[config.mk]
export PLATFORM = sky130hd
export DESIGN_NAME = nibble_reader_flat
export DESIGN_NICKNAME = d
export VERILOG_FILES = /design/src/rtl/nibble_reader_if.sv /design/src/rtl/nibble_reader.sv /design/src/flat_wrapper.sv
export SDC_FILE = /design/constraint.sdc
export NUM_CORES = 1
export LEC_CHECK = 0
export CAP_MARGIN = 20
export CORE_UTILIZATION = 23
export DETAILED_ROUTE_END_ITERATION = 8
export PLACE_DENSITY = 0.46
export SKIP_CTS_REPAIR_TIMING = 1
export SKIP_LAST_GASP = 1
export SLEW_MARGIN = 20
export SYNTH_ARGS = -nofsm -noshare
export SYNTH_HDL_FRONTEND = slang
export SYNTH_SLANG_ARGS = --single-unit
[constraint.sdc]
create_clock -name clk -period 1.5 [get_ports clk]
set_clock_uncertainty 0.15 [all_clocks]
set_input_delay 0.3 -clock clk [delete_from_list [all_inputs] [get_ports clk]]
set_output_delay 0.3 -clock clk [all_outputs]
set_load 0.1 [all_outputs]
[src/rtl/nibble_reader_if.sv]
// Link bundle for nibble_reader: parallel capture request and word, one-bit
// valid/ready serial stream, and status flags.
interface nibble_reader_if #(
   parameter int unsigned WIDTH = 4
);
   logic             en;
   logic [WIDTH-1:0] d;
   logic             sout_ready;
   logic [WIDTH-1:0] q;
   logic             sout;
   logic             sout_valid;
   logic             busy;
   logic             done;

   modport master (
      output en, d, sout_ready,
      input  q, sout, sout_valid, busy, done
   );

   modport slave (
      input  en, d, sout_ready,
      output q, sout, sout_valid, busy, done
   );
endinterface

[src/rtl/nibble_reader.sv]
// Parallel-in / serial-out reader: snapshots d on en while idle, then shifts
// the word out MSB-first over a valid/ready link and pulses done at the end.
module nibble_reader #(
   parameter int unsigned WIDTH = 4
) (
   input  logic           clk,
   input  logic           rst,
   nibble_reader_if.slave bus
);
   localparam int unsigned CW = $clog2(WIDTH);

   typedef enum logic [1:0] {
      IDLE  = 2'd0,
      SHIFT = 2'd1,
      DONE  = 2'd2
   } state_t;

   state_t           state;
   state_t           state_nxt;
   logic [WIDTH-1:0] q_r;
   logic [WIDTH-1:0] q_nxt;
   logic [WIDTH-1:0] sh_r;
   logic [WIDTH-1:0] sh_nxt;
   logic [CW-1:0]    cnt_r;
   logic [CW-1:0]    cnt_nxt;
   logic             valid_d;
   logic             busy_d;
   logic             done_d;

   // State and datapath registers; reset wins over everything.
   always_ff @(posedge clk) begin
      if (rst) begin
         state <= IDLE;
         q_r   <= WIDTH'(1);
         sh_r  <= '0;
         cnt_r <= '0;
      end else begin
         state <= state_nxt;
         q_r   <= q_nxt;
         sh_r  <= sh_nxt;
         cnt_r <= cnt_nxt;
      end
   end

   // Next-state, datapath update and status decode.
   always_comb begin
      state_nxt = state;
      q_nxt     = q_r;
      sh_nxt    = sh_r;
      cnt_nxt   = cnt_r;
      valid_d   = 1'b0;
      busy_d    = 1'b0;
      done_d    = 1'b0;

      case (state)
         IDLE: begin
            if (bus.en) begin
               q_nxt     = bus.d;
               sh_nxt    = bus.d;
               cnt_nxt   = '0;
               state_nxt = SHIFT;
            end
         end

         SHIFT: begin
            valid_d = 1'b1;
            busy_d  = 1'b1;
            if (bus.sout_ready) begin
               sh_nxt = {sh_r[WIDTH-2:0], 1'b0};
               // Clear on the last bit so the count never passes WIDTH-1.
               if (cnt_r == CW'(WIDTH - 1)) begin
                  cnt_nxt   = '0;
                  state_nxt = DONE;
               end else begin
                  cnt_nxt = cnt_r + CW'(1);
               end
            end
         end

         DONE: begin
            busy_d    = 1'b1;
            done_d    = 1'b1;
            state_nxt = IDLE;
         end

         default: begin
            state_nxt = IDLE;
         end
      endcase
   end

   assign bus.q          = q_r;
   assign bus.sout       = sh_r[WIDTH-1];
   assign bus.sout_valid = valid_d;
   assign bus.busy       = busy_d;
   assign bus.done       = done_d;
endmodule

[src/flat_wrapper.sv]
// flat-port wrapper written by rule: the top's interface ports become plain ports
module nibble_reader_flat 
#(
   parameter int unsigned WIDTH = 4
)
  (clk, rst, bus_en, bus_d, bus_sout_ready, bus_q, bus_sout, bus_sout_valid, bus_busy, bus_done);
  nibble_reader_if #(.WIDTH(WIDTH)) bus_i ();
  input  logic clk;
  input  logic rst;
  input wire logic [$bits(bus_i.en)-1:0] bus_en;
  input wire logic [$bits(bus_i.d)-1:0] bus_d;
  input wire logic [$bits(bus_i.sout_ready)-1:0] bus_sout_ready;
  output wire logic [$bits(bus_i.q)-1:0] bus_q;
  output wire logic [$bits(bus_i.sout)-1:0] bus_sout;
  output wire logic [$bits(bus_i.sout_valid)-1:0] bus_sout_valid;
  output wire logic [$bits(bus_i.busy)-1:0] bus_busy;
  output wire logic [$bits(bus_i.done)-1:0] bus_done;
  assign bus_i.en = bus_en;
  assign bus_i.d = bus_d;
  assign bus_i.sout_ready = bus_sout_ready;
  assign bus_q = bus_i.q;
  assign bus_sout = bus_i.sout;
  assign bus_sout_valid = bus_i.sout_valid;
  assign bus_busy = bus_i.busy;
  assign bus_done = bus_i.done;
  nibble_reader #(.WIDTH(WIDTH)) u_core (.clk(clk), .rst(rst), .bus(bus_i));
endmodule
-- Yosys cells after proc, flatten, opt, wreduce, memory -nomap -nowiden
Cells that the tools add are included.
- logic and storage cells: 31
- input bits: 8
- flip-flop bits (word level): 12
- reductions and logical operators: 6
- multiplexer cells: 14
- $add $sub $neg: 1
- equality and inequality tests: 6
- operators by type and width (kind ; count):
    $mux W2 ; 6
    $mux W4 ; 2
    $pmux W2 S2 ; 2
    $pmux W4 S2 ; 1
    $reduce_and A3 Y1 ; 2
    $eq A2 B2 Y1 const B ; 2
    $ne A2 B2 Y1 const B ; 2
    $mux W1 ; 3
    $add A2 B1 Y2 const B ; 1
    $eq A2 B1 Y1 const B ; 1
    $logic_not A2 Y1 ; 1
    $ne A2 B1 Y1 const B ; 1
    $reduce_and A2 Y1 ; 1
    $reduce_bool A2 Y1 ; 1
    $reduce_or A2 Y1 ; 1

-- Depth between registers and ports, before layout
Gate-level depths: netlist (run 1).
- word-level depth: 4
- mapped depth: 6
- depth with buffers taken out: 5

-- Least setup slack after synthesis (run 1)
No wires, ideal clock.
- kind: reg-to-reg
- start point: register u_core.state[1]
- end point: register u_core.cnt_r[0]
- arrival: 2.026 ns
- slack: -0.747 ns
- period minus slack after synthesis: 2.247 ns
- stages on the path, launching flop included: 7
- data required time: 1.280 ns
- cell sequence: dfxtp_1 inv_1 ha_1 clkbuf_4 mux2i_1 o21ai_1 a21oi_1
- cells in the longest elaborated chain, start to end: 3
- elaborated cells on any way between the ends: 7
- classes of those cells: 3 x eq/ne; 1 x mux; 3 x reduce/logical
- ends and longest elaborated chain (what ; RTL line ; source):
    from (decl) ; nibble_reader.sv:18 ; state_t state;
    from (signal assigned) ; nibble_reader.sv:38 ; state <= state_nxt;
    $eq A2 B1 Y1 or $logic_not A2 Y1 (tied branches) ; nibble_reader.sv:55 ; case (state)
    $ne A2 B2 Y1 (no line) or $reduce_bool A2 Y1 (tied branches) ; -- ;
    $reduce_and A3 Y1 (no line) ; -- ;
    to (signal assigned) ; nibble_reader.sv:41 ; cnt_r <= cnt_nxt;
    to (decl) ; nibble_reader.sv:24 ; logic [CW-1:0] cnt_r;
Parallel ways exist; a longest one is shown, timed or not.
A chain may end at the register's enable or synchronous reset.

-- Worst setup path in the final report (run 1)
- start point: register u_core.state[0]
- end point: output bus_busy
- cells in the longest elaborated chain, start to end: 3
- elaborated cells on any way between the ends: 4
- classes of those cells: 2 x eq/ne; 1 x mux; 1 x reduce/logical
- ends and longest elaborated chain (what ; RTL line ; source):
    $eq A2 B2 Y1 or $eq A2 B1 Y1 (tied branches) ; nibble_reader.sv:55 ;
    $reduce_or A2 Y1 (no line) * ; -- ;
    $mux W1 * ; nibble_reader.sv:55 ;
    to (decl) ; flat_wrapper.sv:16 ; output wire logic [$bits(bus_i.busy)-1:0] bus_busy;
Mark *: on every way between the ends. The rest lies on a longest branch, timed or not.

==> key figures, run 1 <==
Synthesis
  • Ys Warns: 0
  • Post-Syn Instances: 69
  • Main synth FF type: dfxtp_1
  • Synth top area share: 38.0%
  • Seq/Total Area, Yosys: 38.0%
  • Dominant cells by area after synthesis: dfxtp_1 38%, ha_1 7.9%, a21oi_1 7.1%
  • Number of synthesized flops with an enable pin: 0
  • Synth Register Bits: 12
  • Post-synthesis mux area share: 8.71%
  • Cell accounting for the most synthesized area: dfxtp_1
  • Ys async rst share: 0%
  • Synthesized Nets: 81
  • Mean Syn Cell Area: a little over 9 µm²
  • Largest family of logic cells by synthesized area: compound AO/OA/AOI/OAI gates
  • Compound-Gate Fraction of Synth Area: about a fifth
  • Area share of fa/ha/maj cells after synthesis: roughly 8%
  • Synth unique cells: 28
  • Synth Area in XOR/XNOR: 0%
  • Synthesized cell area: 632 µm²
  • Post-Synth Simple-Gate Area: about 16%

Global route
  • Total GRT Usage: 11.3%
  • Initial antenna violation count: 0
  • Number of global-route vias before repair: approximately 530
  • Global-route wire length before repair: 2390 µm
  • Total gr overflow: 0
  • Pin count of the biggest net entering global routing: 12

Placement
  • Cell count after placement: between 100 and 150
  • Post-detail-place hpwl: around 1100 µm
  • Place WS: -174 ps
  • GP Congestion: roughly 0.70
  • I/O Buffers: 15
  • Placed Area: 983 µm²

Setup path
  • Origin of the critical flop-to-flop path: u_core.state[1]$_SDFFE_PP0P_
  • Worst-path fanout max: 3
  • Startpoint types: flop
  • R2R Setup Slk: -40 ps
  • R2R depth: 6
  • WP data required: roughly 1100 ps
  • Worst setup EP type: output pin
  • Worst EP arrival: between 1000 and 1500 ps
  • CP cell instances: inv_4, ha_4, buf_12
  • Slowest cell on the critical path: dfxtp_4
  • CP Class: reg2out
  • CP peak stage delay: 380 ps
  • End of the worst register-to-register path: u_core.sh_r[1]$_SDFFE_PP0P_

Outcome
  • Failing checks: setup timing
  • Status: finished, violations left

Die
  • DIE AREA: 0.00296 mm²
  • Height of the die: ~54 µm
  • Rows: 18
  • Num ports: 16
  • Total core area: ~0.0025 mm²
  • Die X: around 54 µm
  • Starting density of the core: about a quarter

Worst hold path
  • Hold path endpoint: u_core.sh_r[0]$_SDFFE_PP0P_
  • Hold path start: u_core.sh_r[0]$_SDFFE_PP0P_
  • Hold depth: 2
  • Hold Crit Class: reg2reg

Route
  • Routed wire per std cell: about 12 µm
  • DRT Wirelength: between 1500 and 2000 µm
  • Via count: 595
  • Iter 0 DRT Violations: 6
  • Pre-Repair DR Iteration Count: 4
  • DRT antenna net count: 0
  • Residual DRC: 0
  • DR vias/cell: 4.69

Power
  • Peak VDD IR: 452 µV
  • Pleak: about 0.44 nW
  • Total Power: just over 1 mW
  • PwrDens: around 930 mW/mm²

Finish
  • Filler Cells Inserted: between 200 and 300
  • Final layout net count: 111
  • Area Growth Syn to Fin: 74.7%
  • Fin cells: about 130
  • Ant diodes: 0
  • Share of cells above drive strength 1: about 45%
  • Commonest cells after routing, fill and taps aside: 12 x buf_4, 10 x dfxtp_1, 9 x buf_12
  • Commonest non-fill, non-tap cell in the layout: buf_4
  • Final Cell Area: 0.00110 mm²
  • Final core utilization: 43.4%

CTS
  • CTS tree: built
  • Cts bufs inserted: 3
  • Clk_lat worst skew: about 270 ps
  • Clk sinks: 12
  • Clk pin slew, worst setup/hold paths: 80 ps
  • CTS root buf: clkbuf_4
  • H-tree Lvls: 1
  • Max clock buf depth: 2

Timing
  • Max_slew headroom: 72.6%
  • Max Freq: 634 MHz
  • Min Tclk post-route: approximately 1600 ps
  • RSZ-0062 raised after global routing: yes
  • Worst Slack Setup Final: -78.3 ps
  • Period Utilization, post-route: 105%
  • Final setup vio count: 7
  • Final Hold Viols: 0
  • Slew Viols, Final: 0
  • Slew @ Worst Pin: approximately 400 ps

Job
  • Max-cap violations: 0
## layout make-up
cell class | instances | area, µm² | area share [%]
sequential | 12 | 245 | 22.2
timing repair buffer | 30 | 363 | 32.9
multi-input combinational | 49 | 422 | 38.2
inverter | 3 | 13.8 | 1.25
tap | 30 | 37.5 | 3.40
clock buffer | 3 | 22.5 | 2.04
## cells by family after synthesis
group / count (synthesis)
adder cells (fa/ha/maj): 4
AND/OR/NAND/NOR: 19
flip-flops: 12
buffers and inverters: 8
multiplexers: 5
AO/OA/AOI/OAI: 21
## worst max-delay path, delay by kind of cell (launching register included)
| family | cells | cell delay (ps) |
|---|---|---|
| flops | 1 | 380 |
| fa+ha+maj | 1 | 260 |
| buf+inv | 2 | 210 |
## state kept, by name, indices dropped and copies added, names as in the netlist
name,flops
u_core.bus.q,4
u_core.sh_r,4
u_core.cnt_r,2
u_core.state,2
## per-stage QoR
step	setup TNS (ps)	hold slack [ps]
finish	-327	332
global route	-729	352
CTS	-682	335
detailed placement	-978	322
global placement	-900	322
floorplan	-395	222
## metal layers
| metal | GRT usage, % | up-vias | wire length, µm |
|---|---|---|---|
| li1 | - | 309 | - |
| met3 | 2.50 | 0 | 27 |
| met4 | 5.13 | 0 | 0 |
| met1 | 16.8 | 277 | 762 |
| met2 | 15.0 | 9 | 762 |
| met5 | 0 | - | 0 |
## worst max-delay path by stage
stage	cells after the start	end	start	slack [ps]
global route	3	bus_busy	u_core.state[0]$_SDFFE_PP0P_	-100
global placement	4	u_core.sh_r[2]$_SDFFE_PP0P_	bus_en	-150
detailed placement	4	u_core.sh_r[2]$_SDFFE_PP0P_	bus_en	-170
floorplan	6	u_core.cnt_r[0]$_SDFFE_PP0P_	u_core.state[1]$_SDFFE_PP0P_	-90
finish	3	bus_busy	u_core.state[0]$_SDFFE_PP0P_	-80
CTS	3	bus_busy	u_core.state[0]$_SDFFE_PP0P_	-220
## synth_stat cells, types with 2 or more instances
master and instances:
dfxtp_1 12, a21oi_1 9, nand2_1 5, ha_1 4
mux2i_1 4, nand3_1 4, a311oi_1 3, inv_1 3
o21ai_1 3, a31oi_1 2, and3_1 2, buf_4 2
## where the power goes
group	total (mW)	switching (mW)	internal, mW	leakage, nW
combinational	0.454	0.247	0.207	0.327
clock	0.203	0.110	0.0929	0.0138
sequential	0.370	0.0249	0.345	0.0998
(Power assumes the default switching activity.)
==> inputs of run 2 (changes only) <==
--- a/config.mk
+++ b/config.mk
@@ -5,6 +5,7 @@
 export SDC_FILE = /design/constraint.sdc
 export NUM_CORES = 1
 export LEC_CHECK = 0
+export ABC_CLOCK_PERIOD_IN_PS = 1500
 export CAP_MARGIN = 20
 export CORE_UTILIZATION = 23
 export DETAILED_ROUTE_END_ITERATION = 8
==> results of run 2 <==
Final layout, timing and power as in run 1 (identical DEF).
